--- src/rtl/ram_loader_if.sv ---
// Bus bundle between ram_loader and its surroundings: command port, host byte links, RAM port.
// The master modport is the loader's view, and the slave modport is the environment's view.
interface ram_loader_if #(
  parameter int AWIDTH = 12,
  parameter int DWIDTH = 16
);
  logic              cmd_start;
  logic              cmd_mode;
  logic [AWIDTH-1:0] cmd_base;
  logic [AWIDTH-1:0] cmd_len;
  logic              busy;
  logic              done;

  logic [7:0]        rx_data;
  logic              rx_valid;
  logic              rx_ready;

  logic [7:0]        tx_data;
  logic              tx_valid;
  logic              tx_ready;

  logic              ram_load;
  logic [AWIDTH-1:0] ram_addr;
  logic [DWIDTH-1:0] ram_d;
  logic [DWIDTH-1:0] ram_q;

  modport master (
    input  cmd_start, cmd_mode, cmd_base, cmd_len,
    input  rx_data, rx_valid, tx_ready, ram_q,
    output busy, done, rx_ready, tx_data, tx_valid,
    output ram_load, ram_addr, ram_d
  );

  modport slave (
    output cmd_start, cmd_mode, cmd_base, cmd_len,
    output rx_data, rx_valid, tx_ready, ram_q,
    input  busy, done, rx_ready, tx_data, tx_valid,
    input  ram_load, ram_addr, ram_d
  );
endinterface

--- src/rtl/ram_loader.sv ---
// Program-RAM loader/dumper: packs host bytes big-endian into words and writes them to RAM,
// or reads a RAM range back through the registered q port and streams it out as bytes.
module ram_loader #(
  parameter int AWIDTH = 12,
  parameter int DWIDTH = 16
) (
  input  logic         clk,
  input  logic         rst_n,
  ram_loader_if.master bus
);

  localparam logic [3:0] IDLE    = 4'd0;
  localparam logic [3:0] LD_HI   = 4'd1;
  localparam logic [3:0] LD_LO   = 4'd2;
  localparam logic [3:0] LD_WR   = 4'd3;
  localparam logic [3:0] RD_ADDR = 4'd4;
  localparam logic [3:0] RD_CAP  = 4'd5;
  localparam logic [3:0] TX_HI   = 4'd6;
  localparam logic [3:0] TX_LO   = 4'd7;
  localparam logic [3:0] DONE    = 4'd8;

  localparam logic [AWIDTH-1:0] ADDR_ONE = AWIDTH'(1);
  localparam logic [AWIDTH:0]   REM_ONE  = (AWIDTH + 1)'(1);

  logic [3:0]        state;
  logic [AWIDTH-1:0] addr;
  logic [AWIDTH:0]   remaining;   // one bit wider so a count of 4096 words fits
  logic [7:0]        hi_byte;
  logic [DWIDTH-1:0] word_buf;

  logic rx_fire;
  logic tx_fire;
  logic last_word;

  assign rx_fire   = bus.rx_valid & bus.rx_ready;
  assign tx_fire   = bus.tx_valid & bus.tx_ready;
  assign last_word = (remaining == REM_ONE);

  // NOTE: non-blocking assignments throughout, so every register samples pre-edge values.
  always_ff @(posedge clk or negedge rst_n) begin
    if (!rst_n) begin
      // NOTE: the byte/word buffers are plain registers, not a memory, so they reset with the rest.
      state        <= IDLE;
      addr         <= '0;
      remaining    <= '0;
      hi_byte      <= '0;
      word_buf     <= '0;
      bus.busy     <= 1'b0;
      bus.done     <= 1'b0;
      bus.rx_ready <= 1'b0;
      bus.tx_valid <= 1'b0;
      bus.tx_data  <= '0;
      bus.ram_load <= 1'b0;
      bus.ram_addr <= '0;
      bus.ram_d    <= '0;
    end else begin
      bus.done     <= 1'b0;
      bus.ram_load <= 1'b0;

      case (state)
        IDLE: begin
          if (bus.cmd_start) begin
            addr      <= bus.cmd_base;
            remaining <= {1'b0, bus.cmd_len} + REM_ONE;
            bus.busy  <= 1'b1;
            if (bus.cmd_mode) begin
              state        <= RD_ADDR;
              bus.ram_addr <= bus.cmd_base;
            end else begin
              state        <= LD_HI;
              bus.rx_ready <= 1'b1;
            end
          end
        end

        LD_HI: begin
          if (rx_fire) begin
            hi_byte <= bus.rx_data;
            state   <= LD_LO;
          end
        end

        LD_LO: begin
          if (rx_fire) begin
            bus.ram_d    <= {hi_byte, bus.rx_data};
            bus.ram_addr <= addr;
            bus.ram_load <= 1'b1;
            bus.rx_ready <= 1'b0;
            state        <= LD_WR;
          end
        end

        // ram_load is high for exactly this cycle; the next word starts right after.
        LD_WR: begin
          addr      <= addr + ADDR_ONE;
          remaining <= remaining - REM_ONE;
          if (last_word) begin
            state    <= DONE;
            bus.done <= 1'b1;
          end else begin
            state        <= LD_HI;
            bus.rx_ready <= 1'b1;
          end
        end

        // ram_addr is already presented; the RAM registers q at the end of this cycle.
        RD_ADDR: state <= RD_CAP;

        RD_CAP: begin
          word_buf     <= bus.ram_q;
          bus.tx_data  <= bus.ram_q[DWIDTH-1 -: 8];
          bus.tx_valid <= 1'b1;
          state        <= TX_HI;
        end

        TX_HI: begin
          if (tx_fire) begin
            bus.tx_data <= word_buf[7:0];
            state       <= TX_LO;
          end
        end

        TX_LO: begin
          if (tx_fire) begin
            bus.tx_valid <= 1'b0;
            addr         <= addr + ADDR_ONE;
            remaining    <= remaining - REM_ONE;
            if (last_word) begin
              state    <= DONE;
              bus.done <= 1'b1;
            end else begin
              state        <= RD_ADDR;
              bus.ram_addr <= addr + ADDR_ONE;
            end
          end
        end

        DONE: begin
          bus.busy <= 1'b0;
          state    <= IDLE;
        end

        default: begin
          state        <= IDLE;
          bus.busy     <= 1'b0;
          bus.rx_ready <= 1'b0;
          bus.tx_valid <= 1'b0;
        end
      endcase
    end
  end

endmodule

--- src/flat_wrapper.sv ---
// flat-port wrapper written by rule: the top's interface ports become plain ports
module ram_loader_flat 
#(
  parameter int AWIDTH = 12,
  parameter int DWIDTH = 16
)
  (clk, rst_n, bus_cmd_start, bus_cmd_mode, bus_cmd_base, bus_cmd_len, bus_rx_data, bus_rx_valid, bus_tx_ready, bus_ram_q, bus_busy, bus_done, bus_rx_ready, bus_tx_data, bus_tx_valid, bus_ram_load, bus_ram_addr, bus_ram_d);
  ram_loader_if #(.AWIDTH(AWIDTH), .DWIDTH(DWIDTH)) bus_i ();
  input  logic clk;
  input  logic rst_n;
  input wire logic [$bits(bus_i.cmd_start)-1:0] bus_cmd_start;
  input wire logic [$bits(bus_i.cmd_mode)-1:0] bus_cmd_mode;
  input wire logic [$bits(bus_i.cmd_base)-1:0] bus_cmd_base;
  input wire logic [$bits(bus_i.cmd_len)-1:0] bus_cmd_len;
  input wire logic [$bits(bus_i.rx_data)-1:0] bus_rx_data;
  input wire logic [$bits(bus_i.rx_valid)-1:0] bus_rx_valid;
  input wire logic [$bits(bus_i.tx_ready)-1:0] bus_tx_ready;
  input wire logic [$bits(bus_i.ram_q)-1:0] bus_ram_q;
  output wire logic [$bits(bus_i.busy)-1:0] bus_busy;
  output wire logic [$bits(bus_i.done)-1:0] bus_done;
  output wire logic [$bits(bus_i.rx_ready)-1:0] bus_rx_ready;
  output wire logic [$bits(bus_i.tx_data)-1:0] bus_tx_data;
  output wire logic [$bits(bus_i.tx_valid)-1:0] bus_tx_valid;
  output wire logic [$bits(bus_i.ram_load)-1:0] bus_ram_load;
  output wire logic [$bits(bus_i.ram_addr)-1:0] bus_ram_addr;
  output wire logic [$bits(bus_i.ram_d)-1:0] bus_ram_d;
  assign bus_i.cmd_start = bus_cmd_start;
  assign bus_i.cmd_mode = bus_cmd_mode;
  assign bus_i.cmd_base = bus_cmd_base;
  assign bus_i.cmd_len = bus_cmd_len;
  assign bus_i.rx_data = bus_rx_data;
  assign bus_i.rx_valid = bus_rx_valid;
  assign bus_i.tx_ready = bus_tx_ready;
  assign bus_i.ram_q = bus_ram_q;
  assign bus_busy = bus_i.busy;
  assign bus_done = bus_i.done;
  assign bus_rx_ready = bus_i.rx_ready;
  assign bus_tx_data = bus_i.tx_data;
  assign bus_tx_valid = bus_i.tx_valid;
  assign bus_ram_load = bus_i.ram_load;
  assign bus_ram_addr = bus_i.ram_addr;
  assign bus_ram_d = bus_i.ram_d;
  ram_loader #(.AWIDTH(AWIDTH), .DWIDTH(DWIDTH)) u_core (.clk(clk), .rst_n(rst_n), .bus(bus_i));
endmodule
--- config.mk ---
export PLATFORM = sky130hd
export DESIGN_NAME = ram_loader_flat
export DESIGN_NICKNAME = d
export VERILOG_FILES = /design/src/rtl/ram_loader_if.sv /design/src/rtl/ram_loader.sv /design/src/flat_wrapper.sv
export SDC_FILE = /design/constraint.sdc
export NUM_CORES = 1
export LEC_CHECK = 0
export ABC_CLOCK_PERIOD_IN_PS = 4700
export CAP_MARGIN = 10
export CELL_PAD_IN_SITES_DETAIL_PLACEMENT = 1
export CELL_PAD_IN_SITES_GLOBAL_PLACEMENT = 2
export CORE_AREA = 2 2 119 121
export CTS_CLUSTER_DIAMETER = 100
export DETAILED_ROUTE_END_ITERATION = 7
export DIE_AREA = 0 0 121 123
export PLACE_DENSITY = 0.82
export SLEW_MARGIN = 20
export SYNTH_ARGS = -nofsm -noshare
export SYNTH_HDL_FRONTEND = slang
export SYNTH_SLANG_ARGS = --single-unit
--- constraint.sdc ---
create_clock -name clk -period 4.7 [get_ports clk]
set_input_delay 0.47 -clock clk [delete_from_list [all_inputs] [get_ports clk]]
set_output_delay 0.47 -clock clk [all_outputs]
set_load 0.05 [all_outputs]
==> results of run 1 <==
## through the flow
step / std cells / cell area, um^2
CTS: 738 / 6030
detailed placement: 722 / 5740
global placement: 722 / 5740
global route: 738 / 6050
floorplan: 472 / 4670
finish: 738 / 6050
## worst paths after layout
path	start	end	slack [ps]	cells past startpoint
worst min register to register	u_core.hi_byte[5]	u_core.bus.ram_d[13]	510	1
min in group clk	u_core.hi_byte[5]	u_core.bus.ram_d[13]	510	1
worst min-delay path	rst_n	u_core.remaining[5]	20	1
max in group asynchronous	rst_n	u_core.bus.ram_addr[0]	3570	2
worst max register to register	u_core.state[2]	u_core.bus.ram_addr[5]	2070	4
worst max-delay path	u_core.state[2]	u_core.bus.ram_addr[5]	2070	4
## layout make-up
cell class	count	area [um^2]	area share
clock buffers	11	253	0.0418
clock inverters	5	41.3	0.00683
inverters	9	33.8	0.00559
multi-input cells	348	2370	0.391
flip-flops and latches	86	2150	0.356
well taps	180	225	0.0372
repair buffers	99	976	0.161
## cell usage after synthesis, drive strengths merged, types with 2 or more instances
cell	n
and3	2
and2	3
a22oi	15
or4	3
nand2	29
o21bai	2
nor3	14
nor2	42
a21oi	32
clkbuf	11
nor4	6
dfrtp	86
a221o	2
a222oi	2
xor2	7
o22ai	4
o31a	2
xnor2	9
o311ai	3
a31oi	6
and4	2
o22a	3
buf	18
a2bb2oi	4
mux2	42
nand3b	2
nand4	7
o21ai	42
nor3b	7
a22o	4
nand2b	6
inv	9
ha	4
nand3	14
nor2b	2
mux2i	11
## worst max-delay path: stages, from the launching register on
cell,delay [ps]
dfrtp_1,830
nor2_1,260
a31oi_1,310
nor3b_4,700
mux2_2,410
## state kept, by name, indices dropped and copies added, names as in the netlist, 4 cells and up
name and flops:
u_core.bus.ram_d 16, u_core.bus.ram_addr 12, u_core.word_buf 8, u_core.state 4, u_core.addr 12, u_core.bus.tx_data 8
u_core.hi_byte 8, u_core.remaining 13
## report_power, final
group,leakage [nW],total (mW),internal [mW],switching [mW]
sequential,1.02,1.46,1.10,0.356
clock,0.139,0.700,0.392,0.308
combinational,1.19,2.46,0.984,1.47
## cell families (layout without fill, tap and decap cells)
kind of cell               Yosys count  in the layout  synth area share
AOI/OAI and AO/OA                  132            132             0.178
and+or+nand+nor                    143            143             0.158
DFF                                 86             86             0.460
buffers and inverters               38            124            0.0377
adders and majority gates            4              4            0.0107
muxes                               53             53             0.125
xor gates and xnor gates            16             16            0.0300
## routing by layer
metal	vias to the layer above	GRT usage	part of all wire
met5	-	0	0
met4	0	0.0763	0.018
met3	13	0.0300	0.031
met2	68	0.301	0.48
met1	1989	0.248	0.47
li1	1900	-	-
==> impl_metrics.toml, run 1 <==
[detailed_routing]
viasPerCell = 5.38
ant_nets = 0
wire_per_inst_um = 17.5
totalWireLength_mm = 12.9
dr.pass1.iters = 4
vias = 3970
drtIter0Drc = 183
drc = 0

[timing]
fin_skew_ps = 7.09
hold_viol = 0
finalCritPeriodShare = 0.560
min_period_ps = 2630
worst_slew_pin_slew_ps = 960
fin_ws_ps = 2070
fmax_ghz = 0.380
drv_slew = 0
rsz0062_at_grt = "false"
tns_ps = 0
timing.final.setup_violations = 0
holdWs_ps = 15.1
relSlewSlack = 0.358

[floorplan]
coreArea_um2 = 13600
fp.dieH_um = 123
die_area_um2 = 14900
initial_core_util = 0.343
io_pins = 95
fp.dieW_um = 121
rows = 43

[placed_design]
dpl_worst_slack_ps = 1780
hpwl_mm = 9.35
routabilityCongestion = 0.808
portBuffers = 94

[critical_path]
worstPathArrival_ps = 2870
endpoint_kind = "register"
crit_fanout = 22
start_kind = "register"
cp_data_required_time_ps = 4940
crit_type = "reg -> reg"

[synthesis]
ys.warnings.count = 0
synth_area_leaders = "dfrtp_1 (46%), mux2_2 (10%), o21ai_0 (4.1%)"
async_reset_ff_frac = 1.00
ys_types = 59
yosys.area.top_type = "dfrtp_1"
synth-edff-count = 0
synth_fp_nets = 530
synth_area_per_cell_um2 = 9.90
synth_area_um2 = 4670
ys_seq_area_frac = 0.460
synthCells = 472
ys_ff_latch = 86
synth_top_area_frac = 0.460
synth_ff_type = "dfrtp_1"

[grt]
grt_usage = 0.186
grt_max_degree = 64
antenna_found_initial = 0
grt_overflow = 0
grt_pass1_wl_mm = 21.6
grt_pass1_vias = 4153

[final_layout]
syn2layout_area_growth_pct = 29.4
fin_nets = 611
drive_gt1_frac = 0.133
final_cell_mix = "clkdlybuf4s50_1 (93), dfrtp_1 (86), mux2_2 (42)"
final_util = 0.444
num_antenna_cells = 0
final_common_cell = "clkdlybuf4s50_1"
fill_cells = 1520

[clock_network]
cts_made_buffers = 9
cts.htree.levels = 3
cts_resized = 0
cts_tree = "yes"
cts_root_buf = "clkbuf_16"
hold_buffers = 0
clk_path_buf_depth = 2
clkSinkCount = 86
clk_pin_slew_worst_paths_ps = 60
clock_latency_ps = 350
post_cts_buffers = 0

[min_path]
hold_class = "in -> async"

[run_status]
status = "complete, no violations"

[power_and_ir_drop]
p_leak_nw = 2.35
power.density_nw_per_um2 = 763
p_total_mw = 4.62
max-vdd-ir-drop_uv = 261

[run]
drv_cap = 0
No activity file was read; power rests on OpenSTA's default activity.
==> inputs of run 2 (changes only) <==
--- a/config.mk
+++ b/config.mk
@@ -5,15 +5,15 @@
 export SDC_FILE = /design/constraint.sdc
 export NUM_CORES = 1
 export LEC_CHECK = 0
-export ABC_CLOCK_PERIOD_IN_PS = 4700
+export ABC_CLOCK_PERIOD_IN_PS = 2200
 export CAP_MARGIN = 10
 export CELL_PAD_IN_SITES_DETAIL_PLACEMENT = 1
 export CELL_PAD_IN_SITES_GLOBAL_PLACEMENT = 2
-export CORE_AREA = 2 2 119 121
+export CORE_AREA = 2 2 130 132
 export CTS_CLUSTER_DIAMETER = 100
 export DETAILED_ROUTE_END_ITERATION = 7
-export DIE_AREA = 0 0 121 123
-export PLACE_DENSITY = 0.82
+export DIE_AREA = 0 0 132 134
+export PLACE_DENSITY = 0.73
 export SLEW_MARGIN = 20
 export SYNTH_ARGS = -nofsm -noshare
 export SYNTH_HDL_FRONTEND = slang
==> constraint.sdc (replaced) <==
create_clock -name clk -period 2.2 [get_ports clk]
set_input_delay 0.22 -clock clk [delete_from_list [all_inputs] [get_ports clk]]
set_output_delay 0.22 -clock clk [all_outputs]
set_load 0.05 [all_outputs]
==> run 2 against run 1 <==
Fmax rose by 31%; core utilization fell by 5.2 points; die area rose by 19%; via count rose by 4.0%; flip-flop and latch count did not move; first-iteration DRC count fell by 6.6%; final area rose by 5.6%; sequential share of layout area fell by 1.9 points; hold slack improved by 400 ps; largest power group unchanged.
==> impl_metrics.toml, run 2 (synthesis gave the netlist of run 1 again) <==
[run_status]
status = "complete, no violations"

[power_and_ir_drop]
intPower_mw = 5.63
p_leak_nw = 2.53
power.density_nw_per_um2 = 1630
p_total_mw = 10.4
p_sw_frac = 0.459
switching_power_mw = 4.78
max-vdd-ir-drop_uv = 446
pwr-share-clk = 0.150
pwr-share-seq = 0.282
combPwrFrac = 0.569

[clock_network]
cts_made_buffers = 9
clk_path_buf_depth = 2
post_cts_buffers = 0
clock_latency_ps = 350
cts_tree = "yes"
cts.htree.levels = 3
cts_root_buf = "clkbuf_16"
clkSinkCount = 86
clk_pin_slew_worst_paths_ps = 70

[grt]
antenna_found_initial = 0
grt_max_degree = 43
grt_pass1_wl_mm = 22.9
grt_overflow = 0
grt_usage = 0.163
grt_pass1_vias = 4368

[timing]
hold_viol = 0
rsz0062_at_grt = "false"
fin_skew_ps = 7.01
finalCritPeriodShare = 0.913
holdWs_ps = 414
drv_slew = 0
tns_ps = 0
min_period_ps = 2010
fmax_ghz = 0.498
relSlewSlack = 0.500
timing.final.setup_violations = 0
worst_slew_pin_slew_ps = 743

[floorplan]
fp.dieH_um = 134
coreArea_um2 = 16300
io_pins = 95
fp.dieW_um = 132
die_area_um2 = 17700
initial_core_util = 0.287
rows = 47

[critical_path]
cp_data_required_time_ps = 2440
reg2regPathDepth = 4
endpoint_kind = "register"
crit_type = "reg -> reg"
rr_endpoint = "u_core.hi_byte[4]"
start_kind = "register"
ff2ff_setup_slack_ps = 190
slowest_stage = "or4_1"
worstPathArrival_ps = 2250
reg2reg_from = "u_core.state[1]"
critical-path-max-stage-delay_ps = 630
crit_fanout = 11
path_cells = "buf_4 > nand2b_1 > or4_1 > mux2_2"

[final_layout]
drive_gt1_frac = 0.175
regMostFlops = "u_core.bus.ram_d"
final_cell_mix = "clkdlybuf4s50_1 (93), dfrtp_1 (86), mux2_2 (42)"
largest_register_ffs = 16
final_common_cell = "clkdlybuf4s50_1"
reg_top3 = "u_core.bus.ram_d (16), u_core.remaining (13)"
syn2layout_area_growth_pct = 36.6
fin_area_um2 = 6390
fin_nets = 640
final_util = 0.392
num_antenna_cells = 0

[placed_design]
portBuffers = 94
hpwl_mm = 10.3
routabilityCongestion = 0.820
place_area_um2 = 6070

[detailed_routing]
dr.pass1.iters = 4
wire_per_inst_um = 17.3
drtIter0Drc = 171
vias = 4128
ant_nets = 0
viasPerCell = 5.12
totalWireLength_mm = 13.9
drc = 0

[run]
drv_cap = 0

[min_path]
hold_class = "in -> async"
[run 2: through the flow]
step	std cells	worst slack, ps
2_1_floorplan	472	214
3_3_place_gp	790	137
3_5_place_dp	790	113
4_1_cts	807	183
5_1_grt	807	12.0
6_report	807	192
[run 2: worst max path at each step]
| stage | slack (ps) | cells after the start | start | endpoint |
|---|---|---|---|---|
| after floorplan | 210 | 6 | u_core.bus.tx_valid | u_core.addr[9] |
| after global placement | 140 | 6 | bus_rx_valid | u_core.bus.ram_addr[6] |
| after detailed placement | 110 | 6 | bus_rx_valid | u_core.bus.ram_addr[1] |
| after CTS | 180 | 4 | u_core.state[1] | u_core.hi_byte[4] |
| after global routing | 10 | 5 | u_core.state[1] | u_core.bus.ram_addr[3] |
| final | 190 | 4 | u_core.state[1] | u_core.hi_byte[4] |
[run 2: cell type report]
| type | instances | area (um^2) |
|---|---|---|
| repair buffers | 128 | 1270 |
| inverters | 9 | 33.8 |
| flip-flops and latches | 86 | 2150 |
| clock inverters | 7 | 71.3 |
| well taps | 220 | 275 |
| multi-input cells | 348 | 2360 |
| clock buffers | 9 | 225 |
| fillers | 1835 | 9900 |
[run 2: layer usage]
layer / routed length, um / GRT usage
met4: 187 / 0.0525
met2: 7030 / 0.283
met1: 6290 / 0.204
met3: 441 / 0.0329
met5: 0 / 0
[run 2: worst max-delay path: cells and delay by family (launching register included)]
family / cells / cell delay, ps
buffers and inverters: 1 / 220
DFF: 1 / 510
muxes: 1 / 350
and+or+nand+nor: 2 / 820
[run 2: power by group through the flow]
stage	Combinational [mW]	Clock (mW)	Sequential [mW]
2_1_floorplan	2.74	0	4.05
3_3_place_gp	5.83	0	2.92
3_5_place_dp	5.96	0	2.96
4_1_cts	5.98	1.61	2.94
5_1_grt	6.40	1.67	3.05
6_report	5.92	1.56	2.93
[run 2: what timing repair did]
action                     4_1_cts  5_1_grt
setup endpoints to repair        0        1
gates resized for setup          0        1
hold endpoints to repair        40        0
hold buffers                     1        0
==> inputs of run 3 (changes only) <==
--- a/config.mk
+++ b/config.mk
@@ -13,6 +13,7 @@
 export CTS_CLUSTER_DIAMETER = 100
 export DETAILED_ROUTE_END_ITERATION = 7
 export DIE_AREA = 0 0 132 134
+export HOLD_SLACK_MARGIN = 0.1
 export PLACE_DENSITY = 0.73
 export SLEW_MARGIN = 20
 export SYNTH_ARGS = -nofsm -noshare
==> results of run 3 <==
The final DEF is identical to that of run 2; final timing and power are the same.
